`src/rtl/acq_sequencer.sv`:
```
`default_nettype none
// ============================================================================
// Module   : acq_sequencer
// Brief    : ADC setup sequencer, multi-channel sample packer and block-ready flag
// Revision : 1.0 - initial release
// ============================================================================
module acq_sequencer #(
    parameter int NUM_CH       = 2,
    parameter int SAMPLE_WIDTH = 32,
    parameter int BLOCKSIZE    = 8192,
    parameter int WRCNT_WIDTH  = 12,
    parameter int LDCTRL_DELAY = 100,
    parameter int SETTLE_DELAY = 900
) (
    input  logic                           clk,
    input  logic                           rst,
    input  logic                           start,
    input  logic                           stop,
    input  logic [NUM_CH-1:0]              ch_valid,
    input  logic [NUM_CH*SAMPLE_WIDTH-1:0] ch_data,
    output logic                           ldctrl,
    output logic                           agc_load,
    output logic                           adc_enable,
    output logic [NUM_CH*SAMPLE_WIDTH-1:0] fifo_wdata,
    output logic                           fifo_we,
    input  logic                           fifo_full,
    input  logic [WRCNT_WIDTH-1:0]         fifo_wrcnt,
    output logic                           blk_rdy,
    output logic                           skew_err,
    output logic                           ovf_err,
    input  logic                           err_clr,
    output logic [1:0]                     state,
    output logic [31:0]                    word_cnt
);

    localparam int c_dw      = NUM_CH * SAMPLE_WIDTH;
    localparam int c_max_dly = (LDCTRL_DELAY > SETTLE_DELAY) ? LDCTRL_DELAY : SETTLE_DELAY;
    localparam int c_cnt_w   = $clog2(c_max_dly + 1);
    localparam int c_mul_w   = WRCNT_WIDTH + 16;

    localparam logic [c_cnt_w-1:0] c_ld_last     = c_cnt_w'(LDCTRL_DELAY - 1);
    localparam logic [c_cnt_w-1:0] c_st_last     = c_cnt_w'(SETTLE_DELAY - 1);
    localparam logic [c_mul_w-1:0] c_word_bytes  = c_mul_w'(c_dw / 8);
    localparam logic [c_mul_w-1:0] c_block_bytes = c_mul_w'(BLOCKSIZE);

    localparam logic [1:0] c_idle   = 2'd0;
    localparam logic [1:0] c_load   = 2'd1;
    localparam logic [1:0] c_settle = 2'd2;
    localparam logic [1:0] c_run    = 2'd3;

    logic [1:0]         r_state;
    logic [1:0]         w_next;
    logic [c_cnt_w-1:0] r_cnt;
    logic               w_ld_hit;
    logic               w_st_hit;

    logic               w_ldctrl_nxt;
    logic               w_en_nxt;
    logic               w_pack;
    logic               w_clear;
    logic               w_start;

    logic [NUM_CH-1:0]  r_pend;
    logic [c_dw-1:0]    r_hold;
    logic [NUM_CH-1:0]  w_vmask;
    logic [NUM_CH-1:0]  w_pend_any;
    logic [c_dw-1:0]    w_merged;
    logic               w_complete;
    logic               w_skew_evt;
    logic               w_ovf_evt;
    logic               w_write;
    logic [c_mul_w-1:0] w_bytes;

    logic               r_ldctrl;
    logic               r_agc_load;
    logic               r_adc_enable;
    logic [c_dw-1:0]    r_wdata;
    logic               r_we;
    logic               r_blk_rdy;
    logic               r_skew_err;
    logic               r_ovf_err;
    logic [31:0]        r_word_cnt;

    assign w_ld_hit = (r_state == c_load)   && (r_cnt == c_ld_last);
    assign w_st_hit = (r_state == c_settle) && (r_cnt == c_st_last);

    // State register
    always_ff @(posedge clk) begin
        if (rst) begin
            r_state <= c_idle;
        end else begin
            r_state <= w_next;
        end
    end

    // Next-state logic; stop outranks start and delay expiry
    always_comb begin
        w_next = r_state;
        case (r_state)
            c_idle:   if (start && !stop) w_next = c_load;
            c_load:   if (stop) w_next = c_idle; else if (w_ld_hit) w_next = c_settle;
            c_settle: if (stop) w_next = c_idle; else if (w_st_hit) w_next = c_run;
            c_run:    if (stop) w_next = c_idle;
            default:  w_next = c_idle;
        endcase
    end

    // Output decode: values that the output registers take at the next edge
    always_comb begin
        w_ldctrl_nxt = w_ld_hit && !stop;
        w_en_nxt     = (r_state == c_run) && (w_next == c_run);
        w_pack       = (r_state == c_run) && !stop;
        w_clear      = stop && (r_state != c_idle);
        w_start      = (r_state == c_idle) && start && !stop;
    end

    // Merge holding registers with strobes arriving this cycle
    always_comb begin
        w_vmask    = w_pack ? ch_valid : '0;
        w_pend_any = r_pend | w_vmask;
        w_complete = w_pack && (&w_pend_any);
        w_skew_evt = (|(w_vmask & r_pend)) && !w_complete;
        w_ovf_evt  = w_complete && fifo_full;
        w_write    = w_complete && !fifo_full;
        w_merged   = r_hold;
        for (int k = 0; k < NUM_CH; k++) begin
            if (w_vmask[k]) begin
                w_merged[k*SAMPLE_WIDTH +: SAMPLE_WIDTH] = ch_data[k*SAMPLE_WIDTH +: SAMPLE_WIDTH];
            end
        end
        w_bytes = {16'd0, fifo_wrcnt} * c_word_bytes;
    end

    always_ff @(posedge clk) begin
        if (rst) begin
            r_cnt        <= '0;
            r_ldctrl     <= 1'b0;
            r_agc_load   <= 1'b0;
            r_adc_enable <= 1'b0;
            r_pend       <= '0;
            r_hold       <= '0;
            r_wdata      <= '0;
            r_we         <= 1'b0;
            r_blk_rdy    <= 1'b0;
            r_skew_err   <= 1'b0;
            r_ovf_err    <= 1'b0;
            r_word_cnt   <= '0;
        end else begin
            // Counter runs only while dwelling in LOAD or SETTLE
            if ((w_next == r_state) && ((r_state == c_load) || (r_state == c_settle))) begin
                r_cnt <= r_cnt + 1'b1;
            end else begin
                r_cnt <= '0;
            end
            r_ldctrl     <= w_ldctrl_nxt;
            r_agc_load   <= w_ldctrl_nxt;
            r_adc_enable <= w_en_nxt;

            if (w_clear) begin
                r_pend <= '0;
                r_hold <= '0;
            end else begin
                r_pend <= w_complete ? '0 : w_pend_any;
                r_hold <= w_merged;
            end

            r_we <= w_write;
            if (w_write) begin
                r_wdata <= w_merged;
            end

            if (w_start) begin
                r_word_cnt <= '0;
            end else if (w_write) begin
                r_word_cnt <= r_word_cnt + 32'd1;
            end

            r_skew_err <= (r_skew_err && !err_clr) || w_skew_evt;
            r_ovf_err  <= (r_ovf_err  && !err_clr) || w_ovf_evt;
            r_blk_rdy  <= (w_bytes >= c_block_bytes);
        end
    end

    assign state      = r_state;
    assign ldctrl     = r_ldctrl;
    assign agc_load   = r_agc_load;
    assign adc_enable = r_adc_enable;
    assign fifo_wdata = r_wdata;
    assign fifo_we    = r_we;
    assign blk_rdy    = r_blk_rdy;
    assign skew_err   = r_skew_err;
    assign ovf_err    = r_ovf_err;
    assign word_cnt   = r_word_cnt;

endmodule
`default_nettype wire
```
`config.mk`:
```
export PLATFORM = sky130hd
export DESIGN_NAME = acq_sequencer
export DESIGN_NICKNAME = d
export VERILOG_FILES = /design/src/rtl/acq_sequencer.sv
export SDC_FILE = /design/constraint.sdc
export NUM_CORES = 1
export LEC_CHECK = 0
export CORE_ASPECT_RATIO = 1.5
export CORE_MARGIN = 1.5
export CORE_UTILIZATION = 29
export DETAILED_ROUTE_END_ITERATION = 12
export DONT_BUFFER_PORTS = 1
export PLACE_DENSITY_LB_ADDON = 0.1
export SLEW_MARGIN = 30
export SYNTH_ARGS = -nofsm -noshare
export SYNTH_HDL_FRONTEND = slang
export SYNTH_SLANG_ARGS = --single-unit
```
`constraint.sdc`:
```
create_clock -name clk -period 3 [get_ports clk]
set_clock_uncertainty 0.05 [all_clocks]
set_input_delay 0.6 -clock clk [delete_from_list [all_inputs] [get_ports clk]]
set_output_delay 0.6 -clock clk [all_outputs]
set_load 0.01 [all_outputs]
```
[Yosys cells after proc, flatten, opt, wreduce, memory -nomap -nowiden]
Index checks and enable logic that the tools add are counted.
Word-level totals
  input port bits: 84
  word-level logic and storage cells: 66
  output and inout port bits: 105
  flip-flop bits (word level): 180
Operators by class
  muxes and demuxes: 10
  bitwise logic cells: 3
  order comparisons: 1
  add/subtract/negate cells: 2
  equal/unequal tests: 7
  reductions and logical operators: 31
Operators with widths (count)
  32-bit 2-to-1 mux: 2
  32-bit by 1-bit adder with 32-bit output (second input constant): 1
  1-bit logical AND: 16
  15-bit by 14-bit greater-or-equal comparator with 1-bit output (second input constant): 1
  2-bit 2-to-1 mux: 7
  10-bit by 1-bit adder with 10-bit output (second input constant): 1
  10-bit equality test (second input constant): 1
  10-bit by 7-bit equality test with 1-bit output (second input constant): 1
  2-bit case mux with 4 select lines: 1
  2-bit OR reduction: 4
  2-bit equality test (second input constant): 3
  1-bit zero test: 4
  1-bit logical OR: 3
  3-bit OR reduction: 1
  2-bit bitwise AND: 1
  2-bit by 1-bit equality test with 1-bit output (second input constant): 1
  2-bit equality test: 1
  2-bit zero test: 1
  2-bit OR: 1
  2-bit AND reduction: 1
  2-bit nonzero test: 1
  1-bit inverter: 1

[Logic depth before layout (Yosys ltp)]
Gate-level depths: netlist (run 1).
  depth after elaboration: 9
  depth in mapped cells: 7
  mapped depth without buffers: 7

[Worst setup path after synthesis (run 1)]
Ideal clock, no wire load.
  path type: reg-to-reg
  start: register r_state[0] (netlist: state[0])
  end: register r_cnt[2]
  period minus slack after synthesis: 2.189 ns
  library setup time: 0.139 ns
  required time: 2.811 ns
  data arrival time: 2.000 ns
  path slack: 0.811 ns
  cell stages (with the launch flop): 8
  path buffers: 0
  path through: dfxtp_1 inv_1 ha_1 or2_2 nor4_4 o32ai_4 a21oi_2 nor4_1
On the way
  cells in the longest elaborated chain, start to end: 9
  elaborated cells on any way between the ends: 18
  those cells by class: eq/ne (4); mux (7); bitwise (1); reduce/logical (6)
Ends and longest elaborated chain
  start: declaration: line 51  | logic [1:0] r_state;
  start signal: assignment: line 90  | r_state <= c_idle;
  start signal: assignment: line 92  | r_state <= w_next;
  2-bit equality test / 2-bit by 1-bit equality test with 1-bit output (equally long branches)
  1-bit logical AND (on tied branches): line 85, 84
  2-bit 2-to-1 mux (on tied branches) (2 in series): line 102, 101
  2-bit case mux with 4 select lines: line 99  | case (r_state)
  2-bit equality test: line 150  | if ((w_next == r_state) && ((r_state == c_load) || (r_state == c_settle))) begin
  1-bit logical AND *: line 150
  1-bit inverter (no line) *
  2-bit OR reduction (no line) *
  end signal: assignment: line 151  | r_cnt <= r_cnt + 1'b1;
  end: declaration: line 53  | logic [c_cnt_w-1:0] r_cnt;
Mark *: on every way between the ends. The rest lies on a longest branch, timed or not.
A chain may end at the register's enable or synchronous reset.

[Final worst setup path (run 1)]
  start: register r_state[0] (netlist: state[0])
  end: register r_cnt[5]
The elaborated chain is that of the path after synthesis.

==> results of run 1 <==
Yosys cell counts, types with 6 or more instances:
cell	number	area [um2]
nand2_1	15	56.30
a211oi_1	65	488.0
mux2i_1	65	650.6
inv_1	6	22.52
clkbuf_1	34	127.6
a21oi_1	12	60.06
nand2b_1	6	37.54
ha_1	6	75.07
xor2_1	22	192.7
nand4_1	14	87.58
nor4_1	14	87.58
dfxtp_1	180	3603
xnor2_1	8	70.07
nor2_1	164	615.6
and3_1	6	37.54
nor3_1	9	45.04
o21ai_0	8	40.04
nand3_1	21	105.1
buf_2	11	55.05
cell type report:
cell class	count	area (um2)
clock buffers	22	484.2
inverters	6	22.52
fillers	2377	15290
multi-input cells	474	3010
well taps	315	394.1
clock inverters	10	120.1
repair buffers	13	135.1
flip-flops and latches	180	3603
per-stage QoR:
stage                     worst slack, ps  utilization  std cells  hold WS [ps]
after global routing                181.9       0.3370       1020         156.6
final                               438.8       0.3370       1020         187.9
after detailed placement            425.7       0.3108        988         435.6
after global placement              511.4       0.3108        988         422.0
after CTS                           414.8       0.3370       1020         159.4
after floorplan                     810.8            -        706         406.0
report_power, final:
part / total [mW] / internal, mW / switching (mW)
Clock: 2.29 / 1.32 / 0.966
Sequential: 2.40 / 2.39 / 0.00506
Combinational: 0.0746 / 0.0220 / 0.0527
critical path, cell delays in order, from the launching register on:
cell,delay (ps)
dfxtp_1,520
inv_1,190
ha_1,340
or2_2,340
nor4_4,270
o32ai_4,160
a21oi_2,430
nor4_1,110
state kept, by name, indices dropped and copies added, names as in the netlist:
register / flops
fifo_wdata: 64
r_hold: 64
word_cnt: 32
r_cnt: 10
r_pend: 2
state: 2
adc_enable: 1
agc_load: 1
blk_rdy: 1
fifo_we: 1
ovf_err: 1
skew_err: 1
worst paths after layout:
check                                to  slack (ps)
setup / recovery    r_cnt[5]$_SDFF_PP0_         440
setup reg to reg    r_cnt[5]$_SDFF_PP0_         440
hold reg to reg   r_hold[42]$_SDFF_PP0_         450
hold / removal       fifo_we$_SDFF_PP0_         190
cells by family after synthesis:
logic type,after synthesis,share of synthesized area
adder cells (fa/ha/maj),6,0.01102
AND/OR/NAND/NOR,277,0.1935
buffers and inverters,52,0.03121
flip-flops,180,0.5288
XOR/XNOR,30,0.03856
multiplexers,65,0.09548
AO/OA/AOI/OAI,96,0.1014
routing by layer:
| metal | GRT usage | share of wire | up-vias | wire length, um |
|---|---|---|---|---|
| met2 | 0.2531 | 0.51 | 147 | 8829 |
| met1 | 0.1525 | 0.38 | 2395 | 6554 |
| li1 | - | - | 2448 | - |
| met5 | 0 | 0 | - | 0 |
| met3 | 0.06930 | 0.091 | 22 | 1578 |
| met4 | 0.06309 | 0.024 | 0 | 411 |
==> impl_metrics.ini, run 1 <==
[outcome]
outcome = complete, no violations

[critical_path]
critPathKind = flip-flop to flip-flop
worst_setup_path_start_kind = flip-flop
crit_required_ps = 3240
path_max_fanout = 10
rr_worst_depth = 7
end_kind = flip-flop
cp.arrival_ps = 2800
cp-startpoint = state[0]$_SDFF_PP0_
worstReg2RegStart = state[0]$_SDFF_PP0_

[floorplanning]
initial_core_util = 0.2955
core_um2 = 23060
rows = 68
die_h_um = 190.7
die_area_um2 = 24440
chipWidth_um = 128.2
io_pins = 189

[clock_tree]
clkSlewWorstSetupHoldPaths_ps = 70
cts_num_sinks = 180
cts_buffers = 17
clock-root-buffer = clkbuf_16
cts_tree = done
cts_setup_buffers = 0
cts_buffer_depth = 2
htreeDepth = 4
clock_latency_ps = 430
cts_resized = 0
hold_buffers = 0

[global_route]
grt_pass1_wl_um = 27640
grt_pass1_vias = 5000
grt_max_degree = 101
grt_usage = 0.1472
grt_overflow = 0
antenna_found_initial = 0

[logic_synthesis]
async_reset_ff_frac = 0
synth.net_count = 796
syn_area_um2 = 6814
synth_edf_count = 0
ys_warn_count = 0
ys_ff_latch = 180
synthDistinctLibCells = 40
syn_area_per_cell_um2 = 9.652
synthCells = 706
synth_seq_area_share = 0.5288
synth_flop_cell = dfxtp_1

[route]
first_iter_violations = 151
wl_per_cell_um = 17.03
via_count = 5012
routed_via_density = 4.914
drt-pass1-iter-count = 4
final_antenna_net_count = 0
post-route-drc-count = 0
wl_um = 17370

[pwr]
powerDensity_nw_per_um2 = 612.7
finalPower_mw = 4.761
peakVddDrop_mv = 0.3836
leakagePower_nw = 2.968

[timing]
fin_crit_ps = 2561
timing.final.crit_share = 0.8537
worst_pin_slew_ps = 604.7
finalMaxSlewViolations = 0
slew-limit-headroom = 0.5954
hold_viol_final = 0
finalSetupTns_ps = 0
rsz0062_at_grt = false
setup_viol = 0
max_freq_mhz = 390.4

[place]
dp_hpwl_um = 11890
gp_congestion = 0.7555
post_dp_cell_area_um2 = 7166
port_buffers = 0

[min_path]
hold_start = fifo_full
holdPathStages = 1
hold_class = primary input to flip-flop

[cells_and_area]
layout_common_cells = dfxtp_1 (180), nor2_1 (164), mux2i_1 (65), a211oi_1 (65), xor2_1 (22)
n_antenna_cell = 0
syn_to_final_growth_pct = 14.03
final_common_cell = dfxtp_1
fin_area_um2 = 7770
fin_nets = 782
drive_gt1_frac = 0.08227

[job]
cap_violations = 0
(Power assumes the default switching activity.)
==> run 2: changes to the inputs <==
--- a/config.mk
+++ b/config.mk
@@ -10,6 +10,7 @@
 export CORE_UTILIZATION = 29
 export DETAILED_ROUTE_END_ITERATION = 12
 export DONT_BUFFER_PORTS = 1
+export HOLD_SLACK_MARGIN = 0.15
 export PLACE_DENSITY_LB_ADDON = 0.1
 export SLEW_MARGIN = 30
 export SYNTH_ARGS = -nofsm -noshare
==> results of run 2 <==
Final layout, timing and power as in run 1 (identical DEF).
==> run 3: changes to the inputs <==
--- a/config.mk
+++ b/config.mk
@@ -10,9 +10,9 @@
 export CORE_UTILIZATION = 29
 export DETAILED_ROUTE_END_ITERATION = 12
 export DONT_BUFFER_PORTS = 1
+export GPL_TIMING_DRIVEN = 0
 export HOLD_SLACK_MARGIN = 0.15
 export PLACE_DENSITY_LB_ADDON = 0.1
-export SLEW_MARGIN = 30
 export SYNTH_ARGS = -nofsm -noshare
 export SYNTH_HDL_FRONTEND = slang
 export SYNTH_SLANG_ARGS = --single-unit
==> run 3 against run 2 <==
  * Non-clock buffer count increased by 33
  * Setup slack got worse by 70 ps
  * Sequential share of layout area decreased by 0.21 points
  * Critical path type unchanged
  * Routed wire length increased by 6.5%
==> impl_metrics.ini, run 3 (synthesized netlist as in run 1, its figures left out) <==
[outcome]
outcome = complete, no violations

[cells_and_area]
regArea_um2 = 3603
multiInputGateArea_um2 = 3003
n_fill_cell = 2393
n_antenna_cell = 0
syn_to_final_growth_pct = 14.54
final_common_cell = dfxtp_1
fin_nets = 815
layout_common_cells = dfxtp_1 (180), nor2_1 (164), mux2i_1 (65), a211oi_1 (65), clkbuf_1 (35)
finalNonFillerCells = 1050
drive_gt1_frac = 0.06939

[global_route]
grt_overflow = 0
antenna_found_initial = 0
grt_usage = 0.1557
grt_pass1_vias = 5076
grt_max_degree = 17
grt_pass1_wl_um = 29040

[floorplanning]
initial_core_util = 0.2955
rows = 68
die_area_um2 = 24440
die_h_um = 190.7
chipWidth_um = 128.2
io_pins = 189
core_um2 = 23060

[clock_tree]
cts_num_sinks = 180
clock-root-buffer = clkbuf_16
clock_latency_ps = 430
cts_tree = done
cts_buffer_depth = 2
cts_buffers = 17
clkSlewWorstSetupHoldPaths_ps = 70
htreeDepth = 4
cts_setup_buffers = 0

[critical_path]
rr_worst_depth = 7
r2r_slack_ps = 370
cp.arrival_ps = 2870
crit_required_ps = 3240
path_max_fanout = 10
critPathKind = flip-flop to flip-flop
r2r_end = r_cnt[2]$_SDFF_PP0_
end_kind = flip-flop
worst_setup_path_start_kind = flip-flop
worstReg2RegStart = state[0]$_SDFF_PP0_

[timing]
worst_pin_slew_ps = 745.1
setup_viol = 0
fin_crit_ps = 2631
rsz0062_at_grt = false
max_freq_mhz = 380.1
timing.final.crit_share = 0.8770
slew-limit-headroom = 0.5033
finalSetupTns_ps = 0
hold_viol_final = 0
whs_ps = 195.3
finalMaxSlewViolations = 0

[route]
routed_via_density = 4.881
final_antenna_net_count = 0
post-route-drc-count = 0
via_count = 5125
wl_per_cell_um = 17.63
wl_um = 18510
first_iter_violations = 154
drt-pass1-iter-count = 4

[place]
port_buffers = 0
gp_congestion = 0.7940
dp_hpwl_um = 13980
dp.cells = 1021

[min_path]
hold_class = primary input to flip-flop
min_to = fifo_we$_SDFF_PP0_
hold_start = fifo_full
holdPathStages = 1

[job]
cap_violations = 0

[pwr]
peakVddDrop_mv = 0.4012
leakagePower_nw = 2.968
powerDensity_nw_per_um2 = 611.9
## run 3: critical path: stages (launching register included)
cell and delay [ps]:
dfxtp_1 540, inv_1 200, ha_1 360, or2_2 350, nor4_4 270, o32ai_4 170
a21oi_2 430, nor4_1 110
## run 3: stage by stage
step / setup slack, ps / instance area (um2) / utilization / total power, mW
after floorplan: 810.8 / 6814 / - / 2.515
after global placement: 135.7 / 7208 / 0.3126 / 2.548
after detailed placement: 97.52 / 7208 / 0.3126 / 2.551
after CTS: 61.96 / 7797 / 0.3382 / 4.851
after global routing: 117.2 / 7805 / 0.3385 / 4.969
final: 368.9 / 7805 / 0.3385 / 4.776
## run 3: final cells by class
class / count / area share
Clock buffer: 22 / 0.05947
Tap cell: 315 / 0.05050
Buffer: 46 / 0.02469
Clock inverter: 7 / 0.01603
Inverter: 6 / 0.002886
Multi-Input combinational cell: 474 / 0.3847
Sequential cell: 180 / 0.4617
## run 3: power breakdown
| group | leakage (nW) | internal, mW | switching, mW | total, mW |
|---|---|---|---|---|
| registers | 1.45 | 2.39 | 0.00483 | 2.40 |
| clock network | 0.280 | 1.35 | 0.932 | 2.28 |
| logic | 1.24 | 0.0219 | 0.0761 | 0.0980 |
## run 3: what timing repair did
item,CTS,global route
hold buffers,0,0
endpoints found under the hold margin,0,0
endpoints found under the setup margin,0,82
gates resized for setup,0,5
## run 3: metal layers
layer	up-vias	part of all wire	track usage	wire length (um)
li1	2514	-	-	-
met1	2439	0.38	0.1615	7059
met2	152	0.51	0.2746	9487
met3	20	0.091	0.07211	1677
met4	0	0.015	0.05315	285
met5	-	0	0	0
## run 3: worst max path at each step
stage,to,from,cells past startpoint,slack [ps]
6_report,r_cnt[2]$_SDFF_PP0_,state[0]$_SDFF_PP0_,7,370
2_1_floorplan,r_cnt[2]$_SDFF_PP0_,state[0]$_SDFF_PP0_,7,810
5_1_grt,fifo_wdata[16]$_SDFFE_PP0P_,state[0]$_SDFF_PP0_,7,120
3_5_place_dp,fifo_wdata[17]$_SDFFE_PP0P_,state[0]$_SDFF_PP0_,7,100
4_1_cts,fifo_wdata[17]$_SDFFE_PP0P_,state[0]$_SDFF_PP0_,7,60
3_3_place_gp,fifo_wdata[19]$_SDFFE_PP0P_,state[0]$_SDFF_PP0_,7,140
